[src/rtl/spi_reg_pkg.sv]
// Purpose: shared constants for the SPI register controller.
// Latency: n/a (constants only).
// Backpressure: n/a.
package spi_reg_pkg;

  localparam int BYTE_W     = 8;
  localparam int CMD_RW_BIT = 7;   // command byte bit 7: 1 = read, 0 = write

  typedef logic [1:0] state_t;

  localparam state_t IDLE = 2'd0;
  localparam state_t CMD  = 2'd1;
  localparam state_t DATA = 2'd2;

endpackage

[src/rtl/spi_pin_sync.sv]
// Purpose: synchronise SPI pins into clk and produce single-clk edge events.
// Latency: SYNC_STAGES+1 clk from pin change to event-driven action.
// Backpressure: none; events are single-clk pulses that must be consumed.
//
// Ports:
//   clk, rst_n     system clock / async active-low reset
//   sck, ssel,mosi raw SPI pins
//   sck_rise/fall  synced SCK edge pulses
//   ssel_start/end synced SSEL falling / rising edge pulses
//   ssel_active    synced SSEL is low
//   mosi_s         synced MOSI, aligned with the sck edge pulses
module spi_pin_sync #(
  parameter int SYNC_STAGES = 2
) (
  input  logic clk,
  input  logic rst_n,
  input  logic sck,
  input  logic ssel,
  input  logic mosi,
  output logic sck_rise,
  output logic sck_fall,
  output logic ssel_start,
  output logic ssel_end,
  output logic ssel_active,
  output logic mosi_s
);

  logic [SYNC_STAGES-1:0] sck_q;
  logic [SYNC_STAGES-1:0] ssel_q;
  logic [SYNC_STAGES-1:0] mosi_q;
  logic                   sck_h;
  logic                   ssel_h;

  // SSEL chain resets to the deasserted level so reset never looks like a select
  always_ff @(posedge clk or negedge rst_n) begin
    if (!rst_n) begin
      sck_q  <= '0;
      ssel_q <= '1;
      mosi_q <= '0;
      sck_h  <= 1'b0;
      ssel_h <= 1'b1;
    end else begin
      sck_q  <= {sck_q[SYNC_STAGES-2:0], sck};
      ssel_q <= {ssel_q[SYNC_STAGES-2:0], ssel};
      mosi_q <= {mosi_q[SYNC_STAGES-2:0], mosi};
      sck_h  <= sck_q[SYNC_STAGES-1];
      ssel_h <= ssel_q[SYNC_STAGES-1];
    end
  end

  // MOSI travels through the same depth as SCK, so mosi_s is the bit that
  // was on the pin when SCK rose.
  assign sck_rise    =  sck_q[SYNC_STAGES-1] & ~sck_h;
  assign sck_fall    = ~sck_q[SYNC_STAGES-1] &  sck_h;
  assign ssel_start  = ~ssel_q[SYNC_STAGES-1] &  ssel_h;
  assign ssel_end    =  ssel_q[SYNC_STAGES-1] & ~ssel_h;
  assign ssel_active = ~ssel_q[SYNC_STAGES-1];
  assign mosi_s      =  mosi_q[SYNC_STAGES-1];

endmodule

[src/rtl/spi_reg_ctrl.sv]
// Purpose: SPI mode-0 slave giving a host read/write access to 2**ADDR_W 8-bit registers.
// Latency: SYNC_STAGES+1 clk from SCK pin edge to shift/commit; wr_stb with regs_out update.
// Backpressure: none; the SPI master paces everything, f_SCK must be <= f_clk/8.
//
// Ports:
//   clk, rst_n   system clock / async active-low reset
//   SSEL,SCK,MOSI,MISO  SPI slave pins (select active low, SCK idle low)
//   status_in    byte shifted out during the command byte
//   regs_out     register bank, reg i at [8i+7:8i]
//   wr_stb/wr_addr/wr_data  one-clk pulse per committed register write
//   busy         transaction in progress
module spi_reg_ctrl
  import spi_reg_pkg::*;
#(
  parameter int ADDR_W      = 3,
  parameter int SYNC_STAGES = 2
) (
  input  logic                         clk,
  input  logic                         rst_n,
  input  logic                         SSEL,
  input  logic                         SCK,
  input  logic                         MOSI,
  output logic                         MISO,
  input  logic [7:0]                   status_in,
  output logic [8*(2**ADDR_W)-1:0]     regs_out,
  output logic                         wr_stb,
  output logic [ADDR_W-1:0]            wr_addr,
  output logic [7:0]                   wr_data,
  output logic                         busy
);

  logic sck_rise, sck_fall, ssel_start, ssel_end, ssel_active, mosi_s;

  spi_pin_sync #(.SYNC_STAGES(SYNC_STAGES)) u_sync (
    .clk         (clk),
    .rst_n       (rst_n),
    .sck         (SCK),
    .ssel        (SSEL),
    .mosi        (MOSI),
    .sck_rise    (sck_rise),
    .sck_fall    (sck_fall),
    .ssel_start  (ssel_start),
    .ssel_end    (ssel_end),
    .ssel_active (ssel_active),
    .mosi_s      (mosi_s)
  );

  state_t              state;
  logic [2:0]          bit_cnt;
  logic [6:0]          rx_shift;
  logic [6:0]          tx_shift;   // bits still to go out after the one on MISO
  logic [7:0]          tx_next;
  logic                byte_done;  // a byte completed since the last SCK fall
  logic                rw;
  logic [ADDR_W-1:0]   ptr;
  logic [ADDR_W-1:0]   ptr_inc;
  logic [7:0]          rx_byte;
  logic                sck_ok;

  assign rx_byte = {rx_shift, mosi_s};
  assign ptr_inc = ptr + 1'b1;
  assign busy    = (state != IDLE);
  // ssel_end keeps a byte that finishes on the deselecting clk
  assign sck_ok  = ssel_active | ssel_end;

  function automatic logic [7:0] reg_rd(input logic [ADDR_W-1:0] a);
    return regs_out[a*BYTE_W +: BYTE_W];
  endfunction

  always_ff @(posedge clk or negedge rst_n) begin
    if (!rst_n) begin
      state     <= IDLE;
      bit_cnt   <= 3'd0;
      rx_shift  <= 7'd0;
      tx_shift  <= 7'd0;
      tx_next   <= 8'h00;
      byte_done <= 1'b0;
      rw        <= 1'b0;
      ptr       <= '0;
      MISO      <= 1'b0;
      regs_out  <= '0;
      wr_stb    <= 1'b0;
      wr_addr   <= '0;
      wr_data   <= 8'h00;
    end else begin
      wr_stb <= 1'b0;
      if (state == IDLE) begin
        if (ssel_start) begin
          state     <= CMD;
          bit_cnt   <= 3'd0;
          tx_shift  <= status_in[6:0];
          MISO      <= status_in[7];
          byte_done <= 1'b0;
        end
      end else begin
        if (sck_rise && sck_ok) begin
          rx_shift <= rx_byte[6:0];
          bit_cnt  <= bit_cnt + 3'd1;
          if (bit_cnt == 3'd7) begin
            byte_done <= 1'b1;
            if (state == CMD) begin
              rw      <= rx_byte[CMD_RW_BIT];
              ptr     <= rx_byte[ADDR_W-1:0];
              tx_next <= rx_byte[CMD_RW_BIT] ? reg_rd(rx_byte[ADDR_W-1:0]) : 8'h00;
              state   <= DATA;
            end else if (rw) begin
              ptr     <= ptr_inc;
              tx_next <= reg_rd(ptr_inc);
            end else begin
              regs_out[ptr*BYTE_W +: BYTE_W] <= rx_byte;
              wr_stb  <= 1'b1;
              wr_addr <= ptr;
              wr_data <= rx_byte;
              ptr     <= ptr_inc;
              tx_next <= 8'h00;
            end
          end
        end
        if (sck_fall && sck_ok) begin
          if (byte_done) begin
            MISO      <= tx_next[7];
            tx_shift  <= tx_next[6:0];
            byte_done <= 1'b0;
          end else begin
            MISO      <= tx_shift[6];
            tx_shift  <= {tx_shift[5:0], 1'b0};
          end
        end
        if (ssel_end) begin
          state   <= IDLE;
          MISO    <= 1'b0;
          bit_cnt <= 3'd0;
        end
      end
    end
  end

endmodule

[config.mk]
export PLATFORM = sky130hd
export DESIGN_NAME = spi_reg_ctrl
export DESIGN_NICKNAME = d
export VERILOG_FILES = /design/src/rtl/spi_reg_pkg.sv /design/src/rtl/spi_pin_sync.sv /design/src/rtl/spi_reg_ctrl.sv
export SDC_FILE = /design/constraint.sdc
export NUM_CORES = 1
export LEC_CHECK = 0
export ABC_AREA = 0
export CORE_ASPECT_RATIO = 0.7
export CORE_MARGIN = 5
export CORE_UTILIZATION = 57
export CTS_BUF_LIST = sky130_fd_sc_hd__clkbuf_4 sky130_fd_sc_hd__clkbuf_8
export DETAILED_ROUTE_END_ITERATION = 12
export GPL_TIMING_DRIVEN = 0
export PLACE_DENSITY_LB_ADDON = 0.15
export SLEW_MARGIN = 15
export SYNTH_ARGS = -nofsm -noshare
export SYNTH_HDL_FRONTEND = slang
export SYNTH_SLANG_ARGS = --single-unit
[constraint.sdc]
create_clock -name clk -period 3.2 [get_ports clk]
set_input_delay 0.8 -clock clk [delete_from_list [all_inputs] [get_ports clk]]
set_output_delay 0.8 -clock clk [all_outputs]
set_load 0.02 [all_outputs]
==> results of run 1 <==
==> power by group through the flow <==
stage	Combinational, W	Clock [W]	Sequential [W]
4_1_cts	0.000404	0.00153	0.00162
3_5_place_dp	0.000403	0	0.00165
5_1_grt	0.000437	0.00160	0.00163
2_1_floorplan	0.000259	0	0.00162
6_report	0.000408	0.00153	0.00163
3_3_place_gp	0.000389	0	0.00165
==> flip-flops by register name, summed over array words and instances (netlist names) <==
register       count
MISO               1
tx_shift           7
regs_out          64
state              2
u_sync.sck_h       1
ptr                3
rw                 1
u_sync.mosi_q      2
tx_next            8
u_sync.ssel_h      1
rx_shift           7
u_sync.ssel_q      2
u_sync.sck_q       2
wr_data            8
wr_addr            3
bit_cnt            3
byte_done          1
wr_stb             1
==> Yosys cell counts (all sizes together), types with 2 or more instances <==
library cell,count,area share
nor4b,2,0.0052
a211o,8,0.011
mux2i,22,0.035
nand2,23,0.014
nand4,18,0.019
nor2,16,0.011
inv,17,0.010
nand2b,3,0.0030
o21ai,17,0.014
dfstp,3,0.013
and2,19,0.019
a221oi,3,0.0042
and3,5,0.0050
ha,9,0.018
buf,23,0.030
nor3b,10,0.012
nor3,3,0.0024
nor2b,4,0.0040
nand3,10,0.021
mux2,74,0.13
dfrtp,114,0.46
a21oi,18,0.014
mux4,32,0.12
clkbuf,8,0.0066
==> worst max-delay path, cell delays in order, from the launching register on <==
cell	delay [ns]
dfrtp_1	0.43
buf_2	0.30
inv_1	0.20
ha_1	0.33
buf_6	0.21
buf_6	0.22
nor3b_1	0.90
and2_1	0.27
mux2_2	0.15
==> layout make-up <==
cell class                 instances  area, µm²
buffer                            31      227.7
clock buffer                      19      261.5
clock inverter                    13      180.2
fill                             756       3049
inverter                          18      67.56
multi-input combinational        310       3012
sequential                       117       2932
tap                              153      191.4
timing repair buffer              91      929.6
==> through the flow <==
step	total power, W	instance area (µm²)	setup TNS, ns	utilization
3_3_place_gp	0.002039	7326	-366.79	0.6752
2_1_floorplan	0.001881	6233	0	-
6_report	0.003563	7801	0	0.7190
3_5_place_dp	0.002054	7360	0	0.6783
5_1_grt	0.003675	7801	0	0.7190
4_1_cts	0.003557	7801	0	0.7190
==> worst paths after layout <==
| path | start | endpoint | slack (ns) | depth (start not counted) |
|---|---|---|---|---|
| worst max register to register | ptr[0] | regs_out[8] | 0.11 | 8 |
| worst max-delay path | ptr[0] | regs_out[8] | 0.11 | 8 |
| worst min register to register | u_sync.sck_q[0] | u_sync.sck_q[1] | 0.36 | 0 |
| min in group clk | u_sync.sck_q[0] | u_sync.sck_q[1] | 0.36 | 0 |
| max in group asynchronous | rst_n | regs_out[12] | 2.19 | 2 |
| worst min-delay path | rst_n | u_sync.mosi_q[1] | 0.27 | 1 |
==> layer usage <==
layer / global-route usage / wire [µm] / up-vias
met4: 0.08443 / 420 / 0
li1: - / - / 1993
met1: 0.4098 / 7809 / 2392
met2: 0.4068 / 8004 / 247
met5: 0 / 0 / -
met3: 0.09265 / 1644 / 42
==> layout by cell type (no fill, tap or decap), drive strengths merged, types with 2 or more instances in the layout <==
cell / synthesis / routed
a211o: 8 / 8
a21oi: 18 / 18
a221oi: 3 / 3
and2: 19 / 19
and3: 5 / 5
buf: 23 / 25
bufinv: 0 / 4
clkbuf: 8 / 27
clkdlybuf4s50: 0 / 89
clkinv: 1 / 7
clkinvlp: 0 / 3
dfrtp: 114 / 114
dfstp: 3 / 3
ha: 9 / 9
inv: 17 / 17
mux2: 74 / 74
mux2i: 22 / 22
mux4: 32 / 32
nand2: 23 / 23
nand2b: 3 / 3
nand3: 10 / 10
nand4: 18 / 18
nor2: 16 / 16
nor2b: 4 / 4
nor3: 3 / 3
nor3b: 10 / 10
nor4b: 2 / 2
o21ai: 17 / 17
==> cells by family after synthesis <==
logic type      after synthesis  synth area share
fa+ha+maj                     9           0.01807
mux                         128            0.2864
xor+xnor                      2          0.002811
compound gates               53           0.05279
simple gates                118            0.1222
flops                       117            0.4703
buf+inv                      49           0.04737
==> impl_metrics.toml, run 1 <==
[yosys]
synthFlopType = "dfrtp_1"
seq_area_frac_synth = 0.4703
synth-async-reset-ratio = 1.000
synth-edff-count = 0
syn_area_mm2 = 0.006233
avgSynthCellArea_um2 = 13.10
yosys_warnings = 0
ys_types = 53
netlist_instances = 476
synth_seq_cells = 117
syn_nets = 498

[place]
gp_congestion = 0.9210
numPortBuffers = 90
place_ws_ns = 0.2469
placed_cells = 720
hpwl_mm = 12.13

[clocking]
post-cts-setup-buffers = 0
cts_resized = 0
cts_root_buf = "clkbuf_8"
clkLatencyLatePin_ns = 0.45
cts_hold_buf = 0
htreeDepth = 4
clock_path_buffers = 2
clk_pin_slew_ns = 0.07
cts_sinks = 117
cts_tree = "yes"
numCtsBuffers = 17

[drt]
drc = 0
ant_nets = 0
first_pass_iters = 5
vias_per_cell = 6.215
drt_wl_total_mm = 17.88
drt-initial-drc-count = 438
num_vias = 4674
wl_per_cell_um = 23.78

[timing]
maxSlewViolCount = 0
rsz0062_at_grt = "false"
finalHoldWorstSlack_ns = 0.2720
finalSetupViolCount = 0
fin_crit_sh = 0.9647
worst_pin_slew_ns = 1.094
hold_viol = 0
clock_skew_ns = 0.01386
fin_ws_ns = 0.1130
max_freq_mhz = 323.9
slew-limit-headroom = 0.2688
min_period_ns = 3.087

[setup_path]
startpoint_type = "register"
cp.arrival_ns = 3.48
cp_data_required_time_ns = 3.59
path_class = "reg2reg"
cp-end-kind = "register"
path_max_fanout = 10

[grt]
gr-total-overflow = 0
grt_start_max_net_pins = 74
grt_pass1_wl_mm = 27.80
grt_pass1_vias = 4765
track_usage = 0.2823
antenna_found_initial = 0

[die]
rows = 32
io-pin-count = 91
fp.coreArea_mm2 = 0.01085
die_y_um = 97.50
die_w_um = 135.0
dieArea_mm2 = 0.01316
start_util = 0.5745

[worst_hold_path]
hp-class = "in2async"

[power_and_ir_drop]
ir_drop_v = 0.0003078
clkPwrFrac = 0.429
seq_power_share = 0.457
switching_share = 0.2716
leakage_nw = 3.519
power.density_mw_per_mm2 = 456.7
comb_power_share = 0.115
net-switching-power_w = 0.0009676
intPower_w = 0.002595

[final_layout]
area_growth_syn_to_layout_pct = 25.15
fin_nets = 608
antenna_cells = 0
drive_above_1_share = 0.2871
final_cells = 752

[outcome]
outcome = "complete, no violations"

[job]
maxCapViolCount = 0
No activity file was read; power rests on OpenSTA's default activity.
==> run 2: changes to the inputs <==
CORE_ASPECT_RATIO = unset   (was 0.7)
==> run 2 against run 1 <==
Compared with the run above:
- clock power is 3% higher
- largest cell class unchanged
- sequential power is essentially flat
- worst setup slack better by 0.15 ns
- combinational power decreased by 2%
- hold slack got worse by 0.026 ns
- non-clock buffer count unchanged
- die area is 0.25% lower
- register-to-register slack better by 0.15 ns
==> impl_metrics.toml, run 2 (synthesized netlist as in run 1, its figures left out) <==
[outcome]
outcome = "complete, no violations"

[setup_path]
path_class = "reg2reg"
timing.critical_path.buf_inv = 5
path_cells = "buf_2 -> inv_1 -> ha_1 -> buf_6 -> buf_6 -> buf_2 -> nor4b_4 -> nand2_1 -> mux2i_1"
critPathTopFamily = "buffers and inverters"
r2r_end = "regs_out[34]"
r2r.worst_path.cells = 9
r2r_slack_ns = 0.26
cp.arrival_ns = 3.29
cp_data_required_time_ns = 3.55
slowest_delay_ns = 0.72
startpoint_type = "register"
slowest_stage = "nor4b_4"
r2r_start = "ptr[0]"
path_max_fanout = 10
cp-end-kind = "register"

[place]
hpwl_mm = 12.30
numPortBuffers = 90
dpl-instance-area_mm2 = 0.007343
gp_congestion = 0.8708
place_ws_ns = 0.1603

[die]
start_util = 0.5776
die_y_um = 114.6
dieArea_mm2 = 0.01313
rows = 38
io-pin-count = 91
die_w_um = 114.6
fp.coreArea_mm2 = 0.01079

[clocking]
clock_path_buffers = 2
htreeDepth = 4
numCtsBuffers = 17
clk_pin_slew_ns = 0.07
cts_sinks = 117
clkLatencyLatePin_ns = 0.43
cts_tree = "yes"
post-cts-setup-buffers = 0
cts_root_buf = "clkbuf_8"

[timing]
finalSetupViolCount = 0
hold_viol = 0
max_freq_mhz = 340.3
maxSlewViolCount = 0
fin_crit_sh = 0.9182
clock_skew_ns = 0.01022
fin_ws_ns = 0.2618
rsz0062_at_grt = "false"
worst_pin_slew_ns = 0.7877
min_period_ns = 2.938
slew-limit-headroom = 0.4725

[drt]
wl_per_cell_um = 24.00
drc = 0
drt-initial-drc-count = 424
first_pass_iters = 5
num_vias = 4668
ant_nets = 0
vias_per_cell = 6.317
drt_wl_total_mm = 17.74

[grt]
use_met3 = 0.06712
busiest_layer = "met2"
grt_pass1_vias = 4953
grtUsageMet1 = 0.3743
grt_pass1_wl_mm = 28.06
met2_usage = 0.4618
antenna_found_initial = 0
grt_start_max_net_pins = 86
track_usage = 0.2872
gr-total-overflow = 0

[final_layout]
antenna_cells = 0
largest_reg_flops = 64
design_area_mm2 = 0.007815
top_regs = "regs_out: 64 flops, tx_next: 8 flops, wr_data: 8 flops"
layout_common_cells = "dfrtp_1, clkdlybuf4s50_1, mux2_2"
max_flop_register = "regs_out"
fin_nets = 608
drive_above_1_share = 0.2888
area_growth_syn_to_layout_pct = 25.37
layout_commonest_cell = "dfrtp_1"

[power_and_ir_drop]
power.density_mw_per_mm2 = 461.7
design_power_total_w = 0.003608
leakage_nw = 3.540
ir_drop_v = 0.0002843

[worst_hold_path]
hp-class = "in2async"

[job]
maxCapViolCount = 0
==> run 2: changes by cell type in the layout (fill, tap and decap cells not counted), sizes merged <==
cell,previous run,this run
clkbuf,27,32
clkinv,7,4
clkinvlp,3,1
==> run 2: area by class of cell <==
class	instances	area, µm²
multi-input cells	310	3017
fillers	767	2978
flip-flops and latches	117	2932
repair buffers	91	929.6
clock buffers	24	324.1
plain buffers	31	227.7
well taps	140	175.2
clock inverters	8	142.6
inverters	18	67.56
==> run 2: report_power, final <==
part / switching, W / total [W] / leakage (nW) / internal [W]
Combinational: 0.000236 / 0.000401 / 1.71 / 0.000165
Sequential: 0.0000873 / 0.00163 / 1.59 / 0.00155
Clock: 0.000594 / 0.00157 / 0.238 / 0.000980
Total: 0.000917 / 0.00361 / 3.54 / 0.00269
==> run 2: through the flow <==
step / cells / TNS [ns] / util / hold slack [ns]
floorplan: 476 / 0 / - / 0.3312
global placement: 706 / -359.43 / 0.6773 / 0.3322
detailed placement: 707 / 0 / 0.6804 / 0.3449
CTS: 739 / 0 / 0.7236 / 0.2416
global route: 739 / 0 / 0.7241 / 0.2460
finish: 739 / 0 / 0.7241 / 0.2459
==> run 2: repair_timing <==
action,in CTS,in global routing
hold buffers,0,0
resized for setup,0,1
setup endpoints to repair,0,8
==> run 2: routing by layer <==
metal / vias up / part of all wire
met5: - / 0
met4: 0 / 0.035
met3: 51 / 0.080
met2: 256 / 0.49
met1: 2374 / 0.40
li1: 1987 / -
==> run 2: worst max-delay path by stage <==
stage	start	end	slack, ns	cells after the start
CTS	ptr[0]	regs_out[13]	0.20	8
global route	ptr[0]	regs_out[38]	0.08	9
finish	ptr[0]	regs_out[34]	0.26	9
global placement	rst_n	wr_data[5]	-3.12	1
detailed placement	ptr[0]	regs_out[47]	0.16	8
floorplan	ptr[0]	tx_next[0]	0.93	9
